**src/rtl/dds_pkg.sv**
```systemverilog
`default_nettype none
// dds_pkg: shared constants and state type for the DDS sweep controller.
// The DOWN state exists only when SWEEP_BIDIR_EN is defined.
package dds_pkg;
  localparam int FREQ_W_DEFAULT = 28;
  localparam int DWELL_MIN      = 1;

  typedef enum logic [1:0] {
    IDLE      = 2'd0,
    DWELL     = 2'd1,
    LOAD_NEXT = 2'd2
`ifdef SWEEP_BIDIR_EN
    ,
    DOWN      = 2'd3
`endif
  } sweep_state_t;
endpackage
`default_nettype wire

```
**src/rtl/dds_dwell_timer.sv**
```systemverilog
`default_nettype none
// dds_dwell_timer: loadable down-counter that stops at zero and flags it.
module dds_dwell_timer #(
  parameter int DWELL_W = 16
) (
  input  logic               clk,
  input  logic               rst_n,
  input  logic               load,
  input  logic [DWELL_W-1:0] load_val,
  output logic               zero
);
  logic [DWELL_W-1:0] count;

  always_ff @(posedge clk or negedge rst_n) begin
    if (!rst_n) begin
      count <= '0;
    end else if (load) begin
      count <= load_val;
    end else if (count != '0) begin
      count <= count - DWELL_W'(1);
    end
  end

  assign zero = (count == '0);
endmodule
`default_nettype wire

```
**src/rtl/dds_sweep_ctrl.sv**
```systemverilog
`default_nettype none
// dds_sweep_ctrl: linear frequency sweep with ping-pong tuning registers.
// Define SWEEP_BIDIR_EN for an up/down (triangle) sweep via the DOWN state.
module dds_sweep_ctrl
  import dds_pkg::*;
#(
  parameter int FREQ_W  = FREQ_W_DEFAULT,
  parameter int DWELL_W = 16
) (
  input  logic               clk,
  input  logic               rst_n,
  input  logic               start,
  input  logic               abort,
  input  logic [FREQ_W-1:0]  cfg_start_freq,
  input  logic [FREQ_W-1:0]  cfg_stop_freq,
  input  logic [FREQ_W-1:0]  cfg_step,
  input  logic [DWELL_W-1:0] cfg_dwell,
  input  logic               cfg_repeat,
  output logic [FREQ_W-1:0]  freq0_out,
  output logic [FREQ_W-1:0]  freq1_out,
  output logic               fselect_out,
  output logic               busy,
  output logic               done,
  output logic               wrap,
  output logic               err
);
  sweep_state_t       state, state_n;
  logic [FREQ_W-1:0]  sh_start, sh_stop, sh_step, cur, nxt;
  logic [FREQ_W-1:0]  up_next, dir_next, turn_next, load_val;
  logic [DWELL_W-1:0] sh_dwell, cfg_dwell_eff;
  logic [FREQ_W:0]    sum;
  logic               sh_repeat, last, nxt_final;
  logic               up_final, dir_final, turn_final, turn_avail, load_final;
  logic               do_start, do_err, do_load, do_toggle, do_done, do_wrap;
  logic               write_inactive, dwell_zero;

  // One extra bit so cur+step cannot wrap past the top of the tuning range.
  assign sum           = {1'b0, cur} + {1'b0, sh_step};
  assign up_final      = (sum >= {1'b0, sh_stop});
  assign up_next       = up_final ? sh_stop : sum[FREQ_W-1:0];
  assign cfg_dwell_eff = (cfg_dwell < DWELL_W'(DWELL_MIN)) ? DWELL_W'(DWELL_MIN) : cfg_dwell;

`ifdef SWEEP_BIDIR_EN
  logic              down;
  logic [FREQ_W:0]   diff;
  logic              down_final;
  logic [FREQ_W-1:0] down_next;

  assign diff       = {1'b0, cur} - {1'b0, sh_step};
  assign down_final = diff[FREQ_W] || (diff <= {1'b0, sh_start}) || (sh_step == '0);
  assign down_next  = down_final ? sh_start : diff[FREQ_W-1:0];
  assign turn_avail = ~down;
  assign turn_next  = down_next;
  assign turn_final = down_final;
  assign dir_next   = down ? down_next : up_next;
  assign dir_final  = down ? down_final : up_final;
`else
  assign turn_avail = 1'b0;
  assign turn_next  = sh_start;
  assign turn_final = 1'b0;
  assign dir_next   = up_next;
  assign dir_final  = up_final;
`endif

  always_ff @(posedge clk or negedge rst_n) begin
    if (!rst_n) state <= IDLE;
    else        state <= state_n;
  end

  always_comb begin
    state_n        = state;
    do_start       = 1'b0;
    do_err         = 1'b0;
    do_load        = 1'b0;
    do_toggle      = 1'b0;
    do_done        = 1'b0;
    do_wrap        = 1'b0;
    write_inactive = !last || turn_avail || sh_repeat;
    load_val       = sh_start;
    load_final     = (sh_step == '0) || (sh_start == sh_stop);
    if (!last) begin
      load_val   = dir_next;
      load_final = dir_final;
    end else if (turn_avail) begin
      load_val   = turn_next;
      load_final = turn_final;
    end

    if (abort) begin
      state_n = IDLE;
    end else begin
      case (state)
        IDLE: begin
          if (start) begin
            if (cfg_start_freq <= cfg_stop_freq) begin
              do_start = 1'b1;
              state_n  = LOAD_NEXT;
            end else begin
              do_err = 1'b1;
            end
          end
        end
        LOAD_NEXT: begin
          do_load = 1'b1;
`ifdef SWEEP_BIDIR_EN
          state_n = down ? DOWN : DWELL;
`else
          state_n = DWELL;
`endif
        end
`ifdef SWEEP_BIDIR_EN
        DWELL, DOWN: begin
`else
        DWELL: begin
`endif
          if (dwell_zero) begin
            // Anything left to present (next step, turnaround or restart) means toggle.
            if (write_inactive) begin
              do_toggle = 1'b1;
              do_wrap   = last & ~turn_avail;
              state_n   = LOAD_NEXT;
            end else begin
              do_done = 1'b1;
              state_n = IDLE;
            end
          end
        end
        default: state_n = IDLE;
      endcase
    end
  end

  always_ff @(posedge clk or negedge rst_n) begin
    if (!rst_n) begin
      freq0_out   <= '0;
      freq1_out   <= '0;
      fselect_out <= 1'b0;
      busy        <= 1'b0;
      done        <= 1'b0;
      wrap        <= 1'b0;
      err         <= 1'b0;
      sh_start    <= '0;
      sh_stop     <= '0;
      sh_step     <= '0;
      sh_dwell    <= '0;
      sh_repeat   <= 1'b0;
      cur         <= '0;
      nxt         <= '0;
      nxt_final   <= 1'b0;
      last        <= 1'b0;
`ifdef SWEEP_BIDIR_EN
      down        <= 1'b0;
`endif
    end else begin
      busy <= (state_n != IDLE);
      done <= do_done;
      wrap <= do_wrap;
      err  <= do_err;
      if (do_start) begin
        sh_start    <= cfg_start_freq;
        sh_stop     <= cfg_stop_freq;
        sh_step     <= cfg_step;
        sh_dwell    <= cfg_dwell_eff;
        sh_repeat   <= cfg_repeat;
        freq0_out   <= cfg_start_freq;
        fselect_out <= 1'b0;
        cur         <= cfg_start_freq;
        last        <= (cfg_step == '0) || (cfg_start_freq == cfg_stop_freq);
      end
      if (do_load) begin
        nxt       <= load_val;
        nxt_final <= load_final;
        if (write_inactive) begin
          if (fselect_out) freq0_out <= load_val;
          else             freq1_out <= load_val;
        end
      end
      if (do_toggle) begin
        fselect_out <= ~fselect_out;
        cur         <= nxt;
        last        <= nxt_final;
      end
`ifdef SWEEP_BIDIR_EN
      // A turnaround sets down, a restart clears it; both equal turn_avail.
      if (do_start)               down <= 1'b0;
      else if (do_toggle && last) down <= turn_avail;
`endif
    end
  end

  dds_dwell_timer #(
    .DWELL_W (DWELL_W)
  ) u_dwell_timer (
    .clk      (clk),
    .rst_n    (rst_n),
    .load     (do_start | do_toggle),
    .load_val (do_start ? cfg_dwell_eff : sh_dwell),
    .zero     (dwell_zero)
  );
endmodule
`default_nettype wire

```
**config.mk**
```make
export PLATFORM = sky130hd
export DESIGN_NAME = dds_sweep_ctrl
export DESIGN_NICKNAME = d
export VERILOG_FILES = /design/src/rtl/dds_pkg.sv /design/src/rtl/dds_dwell_timer.sv /design/src/rtl/dds_sweep_ctrl.sv
export SDC_FILE = /design/constraint.sdc
export NUM_CORES = 1
export LEC_CHECK = 0
export ABC_AREA = 0
export CORE_MARGIN = 2
export CORE_UTILIZATION = 51
export DETAILED_ROUTE_END_ITERATION = 8
export PLACE_DENSITY = 0.75
export SYNTH_ARGS = -nofsm -noshare
export SYNTH_HDL_FRONTEND = slang
export SYNTH_HIERARCHICAL = 1
export SYNTH_SLANG_ARGS = --single-unit
```
**constraint.sdc**
```tcl
create_clock -name clk -period 4.62 [get_ports clk]
set_input_delay 0.924 -clock clk [delete_from_list [all_inputs] [get_ports clk]]
set_output_delay 0.924 -clock clk [all_outputs]
set_load 0.01 [all_outputs]
```
==> results.md, run 1 <==
- Status: finished with violations
- Violated checks: negative setup slack
- Critical Path RT: 5.04 ns
- Yosys warning count: 6
- Pwr Total: 12.45 mW
- Synth area leader: dfrtp_1
- GRT Residual Overflow: 0
- Fin. max-slew vios: 0
- I/O Buffers: 165
- Vias/cell: 6.072
- CP Class: register to register
- Highest routed layer: met4
- Layout Nets: 2046
- Die area: 0.02836 mm2
- Die W: 168.4 um
- Synth cell types: 74
- Synth Register Bits: around 240
- Vias: 13460
- Commonest register cell after synthesis: dfrtp_1
- Syn Std Cell Area: between 0.01 and 0.015 mm2
- Final worst path period share: 108.4%
- Global placer's final weighted congestion: 0.9663
- ANT nets after route: 0
- Syn Inst Count: ~1600
- Number of global-route vias before repair: 13210
- Synth area leaders: dfrtp_1 (43%), nand2_1 (11%), ha_1 (7.7%)
- Crit start category: register
- DRT Wirelength: 47.50 mm
- Met3 wire len: about 4.8 mm
- Worst setup path startpoint: cur[0]
- Clock power share: 17.3%
- Worst reg-to-reg path cell count: 20
- Worst EP arrival: 5.43 ns
- Rows: 60
- Comb pwr share: 55.0%
- Register area share after synthesis: between 40% and 50%
- RR Endpoint: nxt[1]
- Top-area cell type share of the netlist area: a little over two fifths
- Pint: 7.392 mW
- DRT Pass-1 Iters: 6
- Critical path peak fanout: 7
- Fillcell total: 2124
- Slew HR: 3.154%
- # Max-Cap Violations: 0
- Met2 wire len: 21.33 mm
- Htree depth: 1
- Clk pin slew, worst setup/hold paths: 0.06 ns
- Total GRT Usage: 33.15%
- Clk_lat worst skew: 0.57 ns
- Post-CTS Hold Buffers: 0
- Flop2flop setup slack: -0.39 ns
- Ant diodes: 0
- Hold Vio Cnt, Final: 0
- Post-synth net total: 1752
- Placed cell count: 2144
- DRT iter0 DRCs: 1415
- # DRC: 0
- Worst slew pin tran: 1.447 ns
- CTS root buf: clkbuf_16
- CTS tree: done
- Area growth syn-to-layout: 32.22%
- Largest net degree at the start of global routing: 125
- Final Non-Filler Cells: roughly 2200
- Endpoints failing setup: 85
- Crit. End Element: register
- Most frequent cell after synthesis: nand2_1
- Initial antenna violation count: 1
- Ys async rst share: 100.0%
- P_leak: about 8.5 nW
- Post-synth EDFFs: 0
- Share of cells above drive strength 1: 15.35%
- Num CTS Buffers: 27
- I/O pin count: 166
- Starting Density: 51.57%
- Mapped Avg Cell Area: 8.830 um2
- Fin crit period: around 5 ns
- Final setup margin: -0.3903 ns
- Hold_ws: 0.4279 ns
- CTS Sinks: 238
- Fmax: 199.6 MHz
- WL/cell: 21.42 um
- First-pass GRT wire length: 73.16 mm
- Dpl hpwl: roughly 35 mm
- CTS Buffer Depth: 3
- P_sw: 5.054 mW
- Fin util: 68.19%
- Met1 wire length: slightly below 20 mm
- HP Class: input port to asynchronous set/reset pin
- Pwr Density: ~680 mW/mm2
- Sequential power share: 27.7%
- R2r startpoint: cur[0]
- Core Area: between 0.02 and 0.03 mm2
- VDD IR max: 0.3720 mV
- Chip Height: 168.4 um
- Most common library cells after synthesis: nand2_1 (399), dfrtp_1 (238), ha_1 (85)
- Final Skew: 0.02112 ns
- Sw Share: 40.61%
- RSZ-0062 raised after global routing: true
worst max-delay path: stages (launching register included):
cell and delay, ns:
dfrtp_1 0.39, ha_2 0.21, fa_2 0.35, a211oi_2 0.23, o211ai_1 0.19, a211o_1 0.39, a31oi_4 0.25, o21ai_1 0.12
xor2_1 0.18, ha_1 0.32, a21oi_2 0.16, nor2b_1 0.07, a2111oi_2 0.32, nand4_1 0.25, a311oi_4 0.39, buf_6 0.17
buf_8 0.13, a21oi_1 0.07, a311oi_1 0.35, buf_4 0.19, o21ai_0 0.14
power groups by stage:
stage               Clock [mW]  Sequential [mW]  Combinational, mW
floorplan                    0             3.29               3.23
global placement             0             3.40               5.63
detailed placement           0             3.42               5.75
CTS                       2.16             3.41               6.32
global route              2.23             3.51               7.36
finish                    2.15             3.45               6.85
flip-flops by register name, indices dropped and copies added, names as in the netlist:
name	count
freq0_out	28
cur	28
err	1
done	1
sh_stop	28
nxt_final	1
nxt	28
sh_dwell	16
wrap	1
state	2
sh_repeat	1
sh_start	28
busy	1
fselect_out	1
last	1
u_dwell_timer/count	16
sh_step	28
freq1_out	28
repair_timing:
item,4_1_cts,5_1_grt
setup buffers,11,12
gates resized for setup,37,23
pin swaps,30,19
hold endpoints to repair,0,0
endpoints found under the setup margin,85,91
cloned,1,1
stage by stage:
step	setup slack, ns	setup TNS, ns	area [um2]
after CTS	-0.2607	-14.54	17980
after global routing	-0.5546	-36.68	18220
after detailed placement	-0.4609	-47.58	16830
final	-0.3903	-19.15	18220
after floorplan	-0.1894	-3.667	13860
after global placement	-0.4147	-37.07	16830
cells by family (layout without fill, tap and decap cells):
logic type      Yosys count  count (layout)  share of synthesized area (%)
compound gates          358             358                          17.47
xor+xnor                 57              57                          3.622
fa+ha+maj                86              86                          7.861
buf+inv                 146             461                          4.639
flops                   238             238                          43.21
mux                      32              32                          2.342
simple gates            644             644                          20.85
layout by cell type, fill, tap and decap left out, types with 6 or more instances in the layout:
cell type / netlist / final
a211oi_1: 20 / 6
a211oi_2: 0 / 13
a21o_1: 14 / 14
a21oi_1: 61 / 60
a221o_1: 7 / 7
a311oi_1: 10 / 8
a31oi_1: 39 / 37
and3_1: 8 / 8
buf_12: 1 / 11
buf_4: 6 / 160
clkbuf_1: 50 / 8
clkbuf_16: 0 / 28
clkbuf_8: 0 / 6
clkdlybuf4s50_1: 0 / 164
dfrtp_1: 238 / 238
ha_1: 85 / 84
inv_1: 70 / 70
mux2i_1: 30 / 21
mux2i_4: 0 / 6
nand2_1: 399 / 398
nand2b_1: 16 / 16
nand3_1: 18 / 18
nand4_1: 19 / 19
nor2_1: 84 / 84
nor3_1: 23 / 20
nor4_1: 29 / 28
o211a_1: 11 / 11
o211ai_1: 12 / 12
o21a_1: 6 / 6
o21ai_0: 80 / 70
o21ai_1: 0 / 9
o221ai_1: 28 / 26
o22ai_1: 20 / 20
o31ai_1: 20 / 13
o31ai_2: 0 / 6
or3_1: 6 / 6
xnor2_1: 32 / 32
xor2_1: 25 / 25
worst max path at each step:
stage | slack (ns) | cells after the start | endpoint
global route | -0.55 | 20 | nxt[1]
finish | -0.39 | 20 | nxt[1]
CTS | -0.26 | 18 | freq1_out[22]
global placement | -0.41 | 13 | u_dwell_timer/count[13]
floorplan | -0.19 | 18 | freq1_out[22]
detailed placement | -0.46 | 19 | nxt[12]
layout make-up:
| cell class | instances | area (um2) | area share (%) |
|---|---|---|---|
| clock buffer | 41 | 788.3 | 4.325 |
| clock inverter | 9 | 91.34 | 0.5012 |
| inverter | 70 | 262.8 | 1.442 |
| multi-input combinational | 1177 | 7531 | 41.33 |
| sequential | 238 | 5956 | 32.68 |
| tap | 341 | 426.7 | 2.341 |
| timing repair buffer | 341 | 3168 | 17.38 |
per-layer routing:
layer / vias to the layer above / track usage, %
li1: 6138 / -
met4: 0 / 11.06
met1: 6531 / 44.57
met3: 112 / 9.379
met5: - / 0
met2: 680 / 51.87
(Power assumes the default switching activity.)
==> run 2, diff against run 1 <==
==> constraint.sdc (replaced) <==
create_clock -name clk -period 4 [get_ports clk]
set_input_delay 0.8 -clock clk [delete_from_list [all_inputs] [get_ports clk]]
set_output_delay 0.8 -clock clk [all_outputs]
set_load 0.01 [all_outputs]
==> run 2 against run 1 <==
  * The run still ends with negative setup slack left
  * Flip-flop and latch count unchanged
  * Worst hold slack worse by 0.24 ns
  * Fmax up 3.1%
  * Die area unchanged
  * Clock skew down 0.0092 ns
  * Utilization up 3.2 points
  * Cell count up 3.2%
  * Count of clock-buffer cells in the layout down 2
  * Sequential share of layout area down 1.5 points
  * Combinational power up 26%
  * Setup slack worse by 0.47 ns
  * Critical path type unchanged
  * Largest cell class unchanged
  * Largest power group unchanged
  * Highest routed layer unchanged
==> results.md, run 2 (synthesis gave the netlist of run 1 again) <==
- Status: finished with violations
- Violated checks: negative setup slack
- Final worst path period share: 121.5%
- WL/cell: 21.52 um
- Largest net degree at the start of global routing: 125
- Dpl hpwl: 35.51 mm
- P_leak: 8.908 nW
- CP Class: register to register
- Critical path peak fanout: 5
- DRT Pass-1 Iters: 6
- Crit-path slowest cell: a21boi_0
- Critical Path RT: 4.42 ns
- Area growth syn-to-layout: 38.52%
- Worst EP arrival: 5.28 ns
- DRT iter0 DRCs: between 1500 and 2000
- Share of cells above drive strength 1: 20.80%
- Pwr Density: around 790 mW/mm2
- CTS root buf: clkbuf_16
- Layout Nets: 2119
- Clk pin slew, worst setup/hold paths: 0.06 ns
- Pwr Total: 15.08 mW
- Commonest cells after routing, fill and taps aside: nand2_1 (397), dfrtp_1 (238), buf_4 (226)
- Die area: 0.02836 mm2
- Crit path top cell by count: buf_4
- Crit start category: register
- Worst slew pin tran: 1.067 ns
- Crit. End Element: register
- Total GRT Usage: about a third
- Flop2flop setup slack: -0.86 ns
- RSZ-0062 raised after global routing: true
- Endpoints failing setup: 85
- Vias/cell: 6.120
- # Max-Cap Violations: 0
- Starting Density: 51.57%
- R2r startpoint: sh_step[1]
- Htree depth: 1
- Register area: between 0.005 and 0.006 mm2
- Chip Height: 168.4 um
- Vias: roughly 14000
- CTS tree: done
- CTS Sinks: 238
- HP Class: input port to asynchronous set/reset pin
- Core Area: 0.02673 mm2
- # DRC: 0
- Slew HR: 28.89%
- CP Cell Sequence: ha_1 > a211oi_1 > o211ai_1 > a21boi_0 > buf_4 > o211ai_1 > xor2_1 > ha_1 > nand4_1 > buf_4 > nor4_4 > nand2_1 > a31oi_4 > a311oi_4 > buf_6 > buf_8 > buf_6 > a311oi_1 > buf_4 > o21ai_0
- Clk_lat worst skew: 0.55 ns
- Fin. max-slew vios: 0
- VDD IR max: just over 0.5 mV
- WP depth: 20
- Num CTS Buffers: 27
- CTS Buffer Depth: 3
- I/O pin count: 166
- DRT Wirelength: 49.24 mm
- Die W: around 170 um
- Worst reg-to-reg path cell count: 20
- GRT Residual Overflow: 0
- Final Skew: 0.01195 ns
- Most common cell after layout, fill and taps aside: nand2_1
- Global placer's final weighted congestion: around 0.98
- CP top delay family: compound AO/OA/AOI/OAI gates
- Final setup margin: -0.8601 ns
- Area of the multi-input gates: 0.007840 mm2
- Post-CTS Hold Buffers: 0
- Fmax: 205.8 MHz
- I/O Buffers: 165
- Worst setup path startpoint: sh_step[1]
- CP bufs+invs: 6
- First-pass GRT wire length: 75.48 mm
- Hold Vio Cnt, Final: 0
- Initial antenna violation count: 0
- ANT nets after route: 0
- RR Endpoint: nxt[1]
- Final Non-Filler Cells: 2288
- Fin crit period: 4.860 ns
- CP max stage delay: 0.50 ns
- Critical Path End: nxt[1]
- Ant diodes: 0
- Placed cell count: 2217
- Number of global-route vias before repair: 13840
- Rows: 60
- Fillcell total: 1984
==> run 2: cell count changes in the layout (fill, tap and decap cells not counted), moves of 3 or more <==
cell,change
o21ai_2,+3
mux2i_4,+7
buf_4,+66
buf_6,+7
o221ai_1,-17
a21oi_1,-8
o22ai_2,+6
a21oi_2,+7
mux2i_1,-4
o221ai_2,+17
o22ai_1,-6
o31ai_2,+3
mux2i_2,-3
==> run 2: metrics by stage <==
stage | TNS, ns | hold WS [ns] | util (%) | setup slack, ns | area [um2]
after floorplan | -53.61 | 0.4331 | - | -0.8094 | 13860
after global placement | -125.51 | 0.4488 | 65.05 | -0.8544 | 17390
after detailed placement | -145.37 | 0.4575 | 65.05 | -1.121 | 17390
after CTS | -54.16 | 0.2026 | 70.60 | -0.7186 | 18870
after global routing | -82.72 | 0.2244 | 71.44 | -1.055 | 19090
final | -66.16 | 0.1920 | 71.44 | -0.8601 | 19090
==> run 2: worst min path at each step <==
| stage | cells past startpoint | slack [ns] | startpoint | endpoint |
|---|---|---|---|---|
| 4_1_cts | 1 | 0.20 | rst_n | sh_step[16] |
| 6_report | 1 | 0.19 | rst_n | sh_step[16] |
| 5_1_grt | 1 | 0.22 | rst_n | sh_step[16] |
| 3_5_place_dp | 2 | 0.46 | sh_dwell[13] | sh_dwell[13] |
| 3_3_place_gp | 2 | 0.45 | sh_dwell[5] | sh_dwell[5] |
| 2_1_floorplan | 2 | 0.43 | sh_dwell[11] | sh_dwell[11] |
==> run 2: worst register-to-register path: cells and delay by family, from the launching register on <==
kind,cells,cell delay [ns]
adders and majority gates,2,0.62
AOI/OAI and AO/OA,8,1.84
and+or+nand+nor,3,0.62
xor gates and xnor gates,1,0.20
DFF,1,0.42
buffers and inverters,6,1.03
==> run 2: final cells by class <==
class	instances	area share, %
Timing Repair Buffer	414	19.53
Inverter	70	1.376
Sequential cell	238	31.19
Clock buffer	39	4.037
Clock inverter	9	0.5636
Multi-Input combinational cell	1177	41.06
Tap cell	341	2.235
==> run 2: power breakdown <==
group | switching (mW) | total (mW) | internal (mW)
sequential | 0.784 | 3.98 | 3.20
clock | 1.03 | 2.50 | 1.46
combinational | 4.33 | 8.60 | 4.27
==> run 2: metal layers <==
layer / routed length (um) / GRT usage, % / vias to the layer above
met5: 0 / 0 / -
met4: 2323 / 14.36 / 0
met3: 4505 / 5.477 / 152
met2: 21970 / 53.27 / 802
met1: 20440 / 47.22 / 6770
li1: - / - / 6278
==> run 2: timing repair <==
action                                  in CTS  in global routing
cloned                                       2                  0
hold endpoints to repair                     0                  0
pin swaps                                   54                 23
gates resized for setup                     84                 41
buffers inserted                            17                  8
endpoints found under the setup margin     119                106
==> run 3, diff against run 2 <==
--- a/config.mk
+++ b/config.mk
@@ -6,7 +6,8 @@
 export NUM_CORES = 1
 export LEC_CHECK = 0
 export ABC_AREA = 0
-export CORE_MARGIN = 2
+export CAP_MARGIN = 20
+export CORE_MARGIN = 1.5
 export CORE_UTILIZATION = 51
 export DETAILED_ROUTE_END_ITERATION = 8
 export PLACE_DENSITY = 0.75
==> run 3 against run 2 <==
  * The run still ends with negative setup slack left
  * Worst hold slack better by 0.10 ns
  * Via count fell by 0.87%
  * Count of clock-buffer cells in the layout down 3
  * Critical path depth decreased by 2
  * Largest cell class unchanged
  * Largest power group unchanged
  * Highest routed layer unchanged
==> results.md, run 3 (synthesis gave the netlist of run 1 again) <==
- Number of global-route vias before repair: 13620
- Crit path top cell by count: nand4_1
- CP max stage delay: 0.39 ns
- Commonest cells after routing, fill and taps aside: nand2_1 (397), dfrtp_1 (238), buf_4 (231)
- First-pass GRT wire length: 76.14 mm
- I/O pin count: 166
- DRT Pass-1 Iters: 7
- Ant diodes: 0
- Crit. End Element: register
- HP Class: input port to asynchronous set/reset pin
- TNS Setup: -56.95 ns
- Rows: 59
- Worst setup path startpoint: cur[0]
- Starting Density: 52.45%
- Final Skew: 0.01578 ns
- # DRC: 0
- Total GRT Usage: 34.95%
- Status: finished with violations
- Final Non-Filler Cells: between 2000 and 2500
- P_leak: 8.883 nW
- Worst EP arrival: 5.20 ns
- Post-CTS Hold Buffers: 0
- Vias: 13880
- VDD IR max: 0.4383 mV
- Largest net degree at the start of global routing: 95
- Num CTS Buffers: 26
- Clk_lat worst skew: around 0.55 ns
- R2r startpoint: cur[0]
- Placed cell count: 2214
- Dpl hpwl: 35.81 mm
- Die W: 167.4 um
- CTS root buf: clkbuf_16
- Global placer's final weighted congestion: ~1
- CTS Buffer Depth: 3
- Pre-CTS setup slack: -1.038 ns
- DRT Wirelength: approximately 50 mm
- Chip Height: roughly 170 um
- CP Cell Sequence: ha_2 > fa_2 > a211oi_2 > o211ai_1 > a211o_1 > a31oi_4 > o21ai_2 > a311oi_2 > ha_1 > nand4_1 > nor3_2 > a2111oi_2 > nand4_1 > a311oi_4 > buf_4 > nand2_8 > mux2_4 > a221o_1
- CTS tree: done
- Fin. max-slew vios: 0
- Clk pin slew, worst setup/hold paths: 0.07 ns
- Initial antenna violation count: 0
- Critical Path RT: roughly 4.4 ns
- Vias/cell: 6.088
- Htree depth: 1
- Slew HR: 48.01%
- Fin crit period: 4.766 ns
- Die area: ~0.028 mm2
- RSZ-0062 raised after global routing: true
- ANT nets after route: 0
- Hold Vio Cnt, Final: 0
- Layout Nets: about 2100
- Crit-path slowest cell: dfrtp_1
- Final setup margin: -0.7657 ns
- Pwr Density: 776.7 mW/mm2
- Endpoints failing setup: 85
- Area growth syn-to-layout: 36.61%
- CP Class: register to register
- Share of cells above drive strength 1: 19.02%
- Core Area: 0.02628 mm2
- CTS Sinks: 238
- I/O Buffers: 165
- Hold_ws: 0.2968 ns
- DRT iter0 DRCs: between 1500 and 2000
- WL/cell: approximately 21 um
- Fmax: 209.8 MHz
- # Max-Cap Violations: 0
- Critical path peak fanout: 8
- Most common cell after layout, fill and taps aside: nand2_1
- Crit start category: register
- Final worst path period share: 119.1%
- Violated checks: negative setup slack
- GRT Residual Overflow: 0
- Worst slew pin tran: 0.7799 ns
-- run 3: cell types whose count changed in the layout (fill, tap and decap cells not counted), moves of 5 or more --
| cell | change |
|---|---|
| a21oi_1 | +8 |
| a21oi_2 | -7 |
| buf_12 | -5 |
| buf_4 | +5 |
| o221ai_1 | +12 |
| o221ai_2 | -12 |
| o31ai_1 | +8 |
| o31ai_2 | -8 |
-- run 3: report_power, final --
group / leakage [nW] / total (mW) / internal [mW] / switching [mW]
Clock: 0.445 / 2.55 / 1.50 / 1.05
Combinational: 5.48 / 8.08 / 3.95 / 4.13
Sequential: 2.96 / 4.00 / 3.20 / 0.800
-- run 3: final timing paths --
| check | endpoint | slack (ns) | cells past startpoint |
|---|---|---|---|
| setup reg to reg | freq1_out[22] | -0.77 | 18 |
| hold / removal | sh_step[21] | 0.30 | 1 |
| setup / recovery | freq1_out[22] | -0.77 | 18 |
| min in group clk | sh_dwell[12] | 0.48 | 2 |
| max in group asynchronous | sh_stop[22] | 2.75 | 2 |
| hold reg to reg | sh_dwell[12] | 0.48 | 2 |
-- run 3: timing repair --
action                     CTS  global route
resized for setup           61            17
gates cloned                 3             0
pin swaps                   26            11
setup endpoints to repair  136           160
buffers inserted            10             5
-- run 3: metrics by stage --
step | total power, mW | instance area (um2) | util [%]
final | 14.62 | 18830 | 71.65
after global routing | 15.34 | 18830 | 71.65
after CTS | 14.26 | 18730 | 71.29
after detailed placement | 10.79 | 17390 | 66.16
after global placement | 10.60 | 17390 | 66.16
after floorplan | 7.539 | 13860 | -
-- run 3: worst max-delay path: cells and delay by family, from the launching register on --
family          cells  cell delay, ns
flops               1            0.39
simple gates        4            0.50
buf+inv             1            0.19
fa+ha+maj           3            0.85
compound gates      9            2.34
mux                 1            0.35
-- run 3: routing by layer --
layer / routed length [um] / share of wire [%] / GRT usage (%)
met1: 20250 / 41 / 49.20
met2: 21500 / 44 / 53.10
met3: 5068 / 10 / 6.996
met4: 2072 / 4.2 / 13.83
met5: 0 / 0 / 0
-- run 3: layout make-up --
| type | instances | area, um2 |
|---|---|---|
| clock inverters | 12 | 148.9 |
| well taps | 335 | 419.2 |
| fillers | 1969 | 7451 |
| flip-flops and latches | 238 | 5956 |
| multi-input cells | 1177 | 7621 |
| repair buffers | 412 | 3674 |
| clock buffers | 36 | 748.2 |
| inverters | 70 | 262.8 |
